--- config.mk ---
export PLATFORM = sky130hd
export DESIGN_NAME = load_store_unit
export DESIGN_NICKNAME = d
export VERILOG_FILES = /design/src/rtl/load_store_unit.sv
export SDC_FILE = /design/constraint.sdc
export NUM_CORES = 1
export LEC_CHECK = 0
export ABC_CLOCK_PERIOD_IN_PS = 1800
export CORE_MARGIN = 1
export CORE_UTILIZATION = 48
export CTS_CLUSTER_SIZE = 24
export DETAILED_ROUTE_END_ITERATION = 10
export MAX_ROUTING_LAYER = met4
export PLACE_DENSITY = 0.81
export SLEW_MARGIN = 20
export SYNTH_ARGS = -nofsm -noshare
export SYNTH_HDL_FRONTEND = slang
export SYNTH_SLANG_ARGS = --single-unit
--- constraint.sdc ---
create_clock -name CLK -period 1.8 [get_ports CLK]
set_input_delay 0.36 -clock CLK [delete_from_list [all_inputs] [get_ports CLK]]
set_output_delay 0.36 -clock CLK [all_outputs]
set_load 0.03 [all_outputs]
--- src/rtl/load_store_unit.sv ---
// MEM-stage load/store initiator: turns RV32I load/store requests into word-wide
// memory handshakes; sub-word stores are done as read-modify-write.
module load_store_unit #(
  parameter int TIMEOUT = 64
) (
  input  logic        CLK,
  input  logic        RESET,
  input  logic        PIPE_READ,
  input  logic        PIPE_WRITE,
  input  logic [2:0]  PIPE_FUNCT3,
  input  logic [31:0] PIPE_ADDRESS,
  input  logic [31:0] PIPE_WDATA,
  output logic        STALL,
  output logic [31:0] LOAD_DATA,
  output logic        LOAD_VALID,
  output logic        FAULT,
  output logic [1:0]  FAULT_CAUSE,
  output logic        MEM_READ,
  output logic        MEM_WRITE,
  output logic [2:0]  FUNCT3,
  output logic [31:0] MEM_ADDRESS,
  output logic [31:0] DATA_OUT,
  input  logic [31:0] DATA_IN,
  input  logic        BUSYWAIT
);
  localparam int CW = $clog2(TIMEOUT + 1);
  localparam logic [CW-1:0] CNT_LAST = CW'(TIMEOUT - 1);

  typedef enum logic [2:0] {IDLE, RD, MERGE, WR, DONE} state_t;

  state_t        state_q, state_d;
  logic          mem_read_q, mem_read_d;
  logic          mem_write_q, mem_write_d;
  logic          load_valid_q, load_valid_d;
  logic          fault_q, fault_d;
  logic          seen_busy_q, seen_busy_d;
  logic          wr_q, wr_d;
  logic [1:0]    fault_cause_q, fault_cause_d;
  logic [1:0]    off_q, off_d;
  logic [2:0]    f3_q, f3_d;
  logic [31:0]   load_data_q, load_data_d;
  logic [31:0]   data_out_q, data_out_d;
  logic [31:0]   mem_address_q, mem_address_d;
  logic [31:0]   merge_q, merge_d;
  logic [CW-1:0] cnt_q, cnt_d;

  logic        req, illegal, misalign, is_sw, hs_done, timed_out;
  logic [4:0]  sh;
  logic [15:0] lane;
  logic [31:0] ext_data, mask, merged;

  always_comb begin
    req = PIPE_READ | PIPE_WRITE;
    if (PIPE_READ && PIPE_WRITE)
      illegal = 1'b1;
    else if (PIPE_READ)
      illegal = !(PIPE_FUNCT3 inside {3'b000, 3'b001, 3'b010, 3'b100, 3'b101});
    else
      illegal = PIPE_FUNCT3[2] || (PIPE_FUNCT3[1:0] == 2'b11);
    misalign = ((PIPE_FUNCT3[1:0] == 2'b01) && PIPE_ADDRESS[0]) ||
               ((PIPE_FUNCT3[1:0] == 2'b10) && (PIPE_ADDRESS[1:0] != 2'b00));
    is_sw     = PIPE_WRITE && (PIPE_FUNCT3[1:0] == 2'b10);
    // A handshake only counts once memory has shown it is busy with it.
    hs_done   = seen_busy_q && !BUSYWAIT;
    timed_out = (cnt_q == CNT_LAST);

    sh   = {off_q, 3'b000};
    lane = 16'(DATA_IN >> sh);
    case (f3_q)
      3'b000:  ext_data = {{24{lane[7]}}, lane[7:0]};
      3'b001:  ext_data = {{16{lane[15]}}, lane[15:0]};
      3'b100:  ext_data = {24'd0, lane[7:0]};
      3'b101:  ext_data = {16'd0, lane[15:0]};
      default: ext_data = DATA_IN;
    endcase
    mask   = (f3_q[0] ? 32'h0000_FFFF : 32'h0000_00FF) << sh;
    merged = (merge_q & ~mask) | ((PIPE_WDATA << sh) & mask);
  end

  always_comb begin
    state_d       = state_q;
    mem_read_d    = mem_read_q;
    mem_write_d   = mem_write_q;
    load_valid_d  = 1'b0;
    fault_d       = 1'b0;
    fault_cause_d = fault_cause_q;
    seen_busy_d   = seen_busy_q;
    wr_d          = wr_q;
    off_d         = off_q;
    f3_d          = f3_q;
    load_data_d   = load_data_q;
    data_out_d    = data_out_q;
    mem_address_d = mem_address_q;
    merge_d       = merge_q;
    cnt_d         = cnt_q;

    case (state_q)
      IDLE: begin
        if (req) begin
          if (illegal) begin
            fault_d       = 1'b1;
            fault_cause_d = 2'b10;
            state_d       = DONE;
          end else if (misalign) begin
            fault_d       = 1'b1;
            fault_cause_d = 2'b01;
            state_d       = DONE;
          end else begin
            f3_d          = PIPE_FUNCT3;
            off_d         = PIPE_ADDRESS[1:0];
            wr_d          = PIPE_WRITE;
            mem_address_d = {PIPE_ADDRESS[31:2], 2'b00};
            seen_busy_d   = 1'b0;
            cnt_d         = '0;
            if (is_sw) begin
              data_out_d  = PIPE_WDATA;
              mem_write_d = 1'b1;
              state_d     = WR;
            end else begin
              mem_read_d  = 1'b1;
              state_d     = RD;
            end
          end
        end
      end
      RD: begin
        seen_busy_d = seen_busy_q | BUSYWAIT;
        cnt_d       = cnt_q + 1'b1;
        if (hs_done) begin
          mem_read_d = 1'b0;
          cnt_d      = '0;
          if (wr_q) begin
            merge_d = DATA_IN;
            state_d = MERGE;
          end else begin
            load_data_d  = ext_data;
            load_valid_d = 1'b1;
            state_d      = DONE;
          end
        end else if (timed_out) begin
          mem_read_d    = 1'b0;
          cnt_d         = '0;
          fault_d       = 1'b1;
          fault_cause_d = 2'b11;
          state_d       = DONE;
        end
      end
      MERGE: begin
        data_out_d  = merged;
        mem_write_d = 1'b1;
        seen_busy_d = 1'b0;
        cnt_d       = '0;
        state_d     = WR;
      end
      WR: begin
        seen_busy_d = seen_busy_q | BUSYWAIT;
        cnt_d       = cnt_q + 1'b1;
        if (hs_done) begin
          mem_write_d = 1'b0;
          cnt_d       = '0;
          state_d     = DONE;
        end else if (timed_out) begin
          mem_write_d   = 1'b0;
          cnt_d         = '0;
          fault_d       = 1'b1;
          fault_cause_d = 2'b11;
          state_d       = DONE;
        end
      end
      DONE:    state_d = IDLE;
      default: state_d = IDLE;
    endcase
  end

  always_ff @(posedge CLK) begin
    if (!RESET) begin
      state_q       <= IDLE;
      mem_read_q    <= 1'b0;
      mem_write_q   <= 1'b0;
      load_valid_q  <= 1'b0;
      fault_q       <= 1'b0;
      fault_cause_q <= 2'b00;
      seen_busy_q   <= 1'b0;
      wr_q          <= 1'b0;
      off_q         <= 2'b00;
      f3_q          <= 3'b000;
      load_data_q   <= '0;
      data_out_q    <= '0;
      mem_address_q <= '0;
      merge_q       <= '0;
      cnt_q         <= '0;
    end else begin
      state_q       <= state_d;
      mem_read_q    <= mem_read_d;
      mem_write_q   <= mem_write_d;
      load_valid_q  <= load_valid_d;
      fault_q       <= fault_d;
      fault_cause_q <= fault_cause_d;
      seen_busy_q   <= seen_busy_d;
      wr_q          <= wr_d;
      off_q         <= off_d;
      f3_q          <= f3_d;
      load_data_q   <= load_data_d;
      data_out_q    <= data_out_d;
      mem_address_q <= mem_address_d;
      merge_q       <= merge_d;
      cnt_q         <= cnt_d;
    end
  end

  assign STALL       = ((state_q == IDLE) && req) ||
                       (state_q == RD) || (state_q == MERGE) || (state_q == WR);
  assign LOAD_DATA   = load_data_q;
  assign LOAD_VALID  = load_valid_q;
  assign FAULT       = fault_q;
  assign FAULT_CAUSE = fault_cause_q;
  assign MEM_READ    = mem_read_q;
  assign MEM_WRITE   = mem_write_q;
  assign FUNCT3      = 3'b010;
  assign MEM_ADDRESS = mem_address_q;
  assign DATA_OUT    = data_out_q;
endmodule

# Word-level counts from Yosys, hierarchy flattened
# Cells that the tools add are included.
[word_totals]
reg_bits = 149
inputBits = 104
output_inout_bits = 106
wordCells = 138
[classes]
add_sub_neg = 1
n_eq_ne = 24
shifts = 3
muxes = 53
n_bitwise = 9
reduce_logical = 33
[ops]
columns = ["operator", "count"]
rows = [
  ["$mux W32", 4],
  ["$pmux W32 S4", 1],
  ["$and A32 B32 Y32", 2],
  ["$pmux W32 S2", 1],
  ["$mux W7", 5],
  ["$not A32 Y32", 1],
  ["$or A32 B32 Y32", 1],
  ["$shl A16 B5 Y32", 1],
  ["$shl A32 B5 Y32", 1],
  ["$shr A32 B5 Y16", 1],
  ["$mux W1", 21],
  ["$mux W3", 7],
  ["$pmux W7 S3", 1],
  ["$mux W16", 1],
  ["$eq A3 B3 Y1 const B", 4],
  ["$mux W2", 6],
  ["$ne A2 B2 Y1 const B", 6],
  ["$pmux W3 S4", 1],
  ["$reduce_and A6 Y1", 2],
  ["$reduce_and A5 Y1", 2],
  ["$eq A3 B1 Y1 const B", 3],
  ["$eq A3 B2 Y1 const B", 3],
  ["$logic_not A3 Y1", 3],
  ["$ne A3 B3 Y1 const B", 3],
  ["19 further kinds", 42],
]

# Longest topological paths before layout
[depth]
depth_word = 8
depth_mapped = 9
depth_no_buf = 5

# Least setup slack after synthesis
# No wires, ideal clock.
[synth_path]
path_type = "register to register"
startpoint = "register state_q[1]"
endpoint = "register state_q[1]"
setup_ns = 0.081
arrival_ns = 1.617
required_ns = 1.719
setup_slack_ns = 0.103
stages_incl_launch_ff = 6
path_buffers = 1
period_less_slack_ns = 1.697
path_cell_list = "dfxtp_1 -> buf_4 -> nor2_1 -> a21oi_1 -> nand2_1 -> a41oi_1"
[synth_between]
elab_chain_cells = 3
word_cells_on_any_way = 9
cone_classes = "4 x eq/ne; 4 x mux; 1 x reduce/logical"
[synth_lines]
columns = ["item", "line_no", "source"]
rows = [
  ["from (decl)", "31", "state_t state_q, state_d;"],
  ["from (signal assigned)", "193", "state_q <= state_d;"],
  ["$mux W3", "--", ""],
  ["$mux W3, on equally long branches", "--", ""],
  ["$pmux W3 S4", "97", "case (state_q)"],
]
# Several ways; a longest one is shown, not always the timed one.
# A chain may end at the register's enable or synchronous reset.

# Worst setup path after layout
[layout_path]
startpoint = "register data_out_q[9], in the netlist DATA_OUT[9]"
endpoint = "output DATA_OUT[9]"
[layout_lines]
columns = ["item", "line_no", "source"]
rows = [
  ["from (decl)", "42", "logic [31:0] data_out_q, data_out_d;"],
  ["from (signal assigned)", "204", "data_out_q <= data_out_d;"],
  ["to (decl)", "22", "output logic [31:0] DATA_OUT,"],
]
# No word-level cell between the ends.

==> results_dict.tcl <==
set metrics [dict create \
    fp.dieH_um 125 \
    start_util_pct 49.6 \
    powerDensity_nw_per_um2 794 \
    dp_cells 1298 \
    ys_top_cells_by_area "dfxtp_1 41%, a21oi_1 11%, nand2_1 9.3%, mux2i_1 4.8%, o21ai_0 3.2%" \
    clock-root-buffer "clkbuf_16" \
    rows 44 \
    insertion_delay_ns 0.43 \
    grt_busiest_layer "met2" \
    post-dp-hpwl_um 17100 \
    hold_viol 0 \
    drive_gt1_share_pct 15.4 \
    grt_max_degree 39 \
    crit_fanout 2 \
    ir_worst_vdd_mv 0.689 \
    clock_sinks 149 \
    grt_use_total_pct 31.8 \
    cts_buffer_depth 2 \
    max_stage_delay_ns 0.67 \
    cp_num_buf_inv 1 \
    place.gp.congestion 0.925 \
    vias_per_cell 5.81 \
    final_cell_count_no_fill 1330 \
    numPortBuffers 204 \
    clk_pin_slew_ns 0.06 \
    setup_viol_count_final 0 \
    grt_pass1_vias 7291 \
    synth_top_area_cell "dfxtp_1" \
    async_flop_share_pct 0 \
    vias 7722 \
    first_pass_iters 9 \
    fin_worst_skew_ns 0.00766 \
    max-cap-violations 0 \
    yosys_warnings 0 \
    die_w_um 125 \
    synth-edff-count 0 \
    crit_arrival_ns 1.42 \
    post-place-ws_ns -0.413 \
    yosysTopAreaCellShare_pct 41.0 \
    slew_viol_final 0 \
    cts_made_buffers 17 \
    gr-total-overflow 0 \
    ys_ff_latch 149 \
    worst_slack_ns 0.0169 \
    drt_iter0_markers 661 \
    fin_crit_ns 1.78 \
    nNetsFinal 1240 \
    crit_path_start_kind "register" \
    placed_area_um2 9990 \
    status "finished with violations" \
    ant_nets 0 \
    synth_cell_types 67 \
    end_kind "output port" \
    avgSynthCellArea_um2 8.07 \
    syn_inst 901 \
    syn_area_um2 7270 \
    grtUsageMet3_pct 6.38 \
    synth_common_cells "181 x nand2_1, 160 x a21oi_1, 149 x dfxtp_1" \
    die_area_um2 15600 \
    crit_slowest_cell "clkdlybuf4s50_1" \
    grt_pass1_wl_um 38300 \
    synth_most_common_cell "nand2_1" \
    wire_per_inst_um 18.1 \
    timing.final.crit_share_pct 99.1 \
    worst_hold_path_type "in2reg" \
    violations "DRC" \
    crit_chain "clkdlybuf4s50_1" \
    cts_htree_levels 4 \
    design_area_um2 10600 \
    cpLargestDelayFamily "buffers and inverters" \
    fmax_mhz 561 \
    area_growth_pct 45.6 \
    met1_usage_pct 40.7 \
    synth-seq-area-share_pct 41.0 \
    synthFlopType "dfxtp_1" \
    required_ns 1.44 \
    cts_tree "yes" \
    totalWireLength_um 24100 \
    p_leak_nw 4.59 \
    use_met2_pct 48.7 \
    drc 20 \
    io_pins 210 \
    antenna_found_initial 0 \
    core_area_um2 14600 \
    path_class "reg2out" \
    diodes 0 \
]
-- flip-flops by register name, indices dropped and copies added, names as in the netlist --
name / flops
off_q: 2
MEM_WRITE: 1
MEM_ADDRESS: 30
cnt_q: 7
LOAD_VALID: 1
LOAD_DATA: 32
FAULT_CAUSE: 2
merge_q: 32
MEM_READ: 1
wr_q: 1
f3_q: 3
state_q: 3
seen_busy_q: 1
FAULT: 1
DATA_OUT: 32
-- cell type report --
class,count,area [um2]
Sequential cell,149,2990
Timing Repair Buffer,295,2930
Clock inverter,10,85.1
Clock buffer,20,447
Fill cell,1119,4060
Multi-Input combinational cell,661,3860
Tap cell,184,230
Inverter,11,42.5
-- path summary, 6_finish.rpt --
path	start	endpoint	slack, ns	cells past startpoint
setup / recovery	DATA_OUT[9]	DATA_OUT[9]	0.02	1
hold / removal	PIPE_WRITE	wr_q	0.41	4
setup reg to reg	state_q[2]	MEM_READ	0.08	7
hold reg to reg	cnt_q[6]	cnt_q[6]	0.43	2
-- layout by cell type (no fill, tap or decap), drive strengths merged, types with 6 or more instances in the layout --
cell / n
nand3: 27
o22ai: 18
buf: 92
o21ai: 51
dlygate4sd2: 71
dlymetal6s2s: 30
nand2: 182
nor2: 25
o41ai: 9
mux2i: 36
a311oi: 10
clkinv: 9
clkdlybuf4s50: 102
nand2b: 7
a31oi: 6
o221ai: 8
inv: 10
a211oi: 25
nor3b: 8
clkbuf: 20
a2bb2oi: 8
nor2b: 17
dfxtp: 149
or3: 8
nor3: 13
a21oi: 170
-- per-layer routing --
metal | up-vias | routed length (um)
met4 | 0 | 714
met1 | 3582 | 10200
met5 | - | 0
met2 | 413 | 11100
met3 | 66 | 2040
li1 | 3661 | -
-- power by group --
part	leakage, nW	internal (mW)	switching (mW)
sequential	1.21	3.39	0.0693
combinational	3.12	0.737	0.924
clock	0.265	1.91	1.38
total	4.59	6.04	2.37
-- timing repair --
item                       4_1_cts  5_1_grt
pin swaps                        0        1
setup buffers                    0        2
setup endpoints to repair       86       95
hold buffers                     0        0
resized for setup               77       42
-- through the flow --
| stage | power (mW) | hold slack (ns) | setup TNS (ns) | utilization, % |
|---|---|---|---|---|
| 2_1_floorplan | 4.40 | 0.408 | 0 | - |
| 3_3_place_gp | 5.16 | 0.416 | -29.91 | 68.2 |
| 3_5_place_dp | 5.18 | 0.424 | -34.95 | 68.2 |
| 4_1_cts | 8.40 | 0.432 | -0.0280 | 71.4 |
| 5_1_grt | 8.70 | 0.433 | -0.0371 | 72.3 |
| 6_report | 8.41 | 0.407 | 0 | 72.3 |
-- logic make-up after synthesis --
family                     synth area share (%)
AOI/OAI and AO/OA                          27.7
and+or+nand+nor                            19.4
DFF                                        41.0
buffers and inverters                      6.44
muxes                                      5.16
other                                     0.103
adders and majority gates                 0.172
No activity file was read; power rests on OpenSTA's default activity.
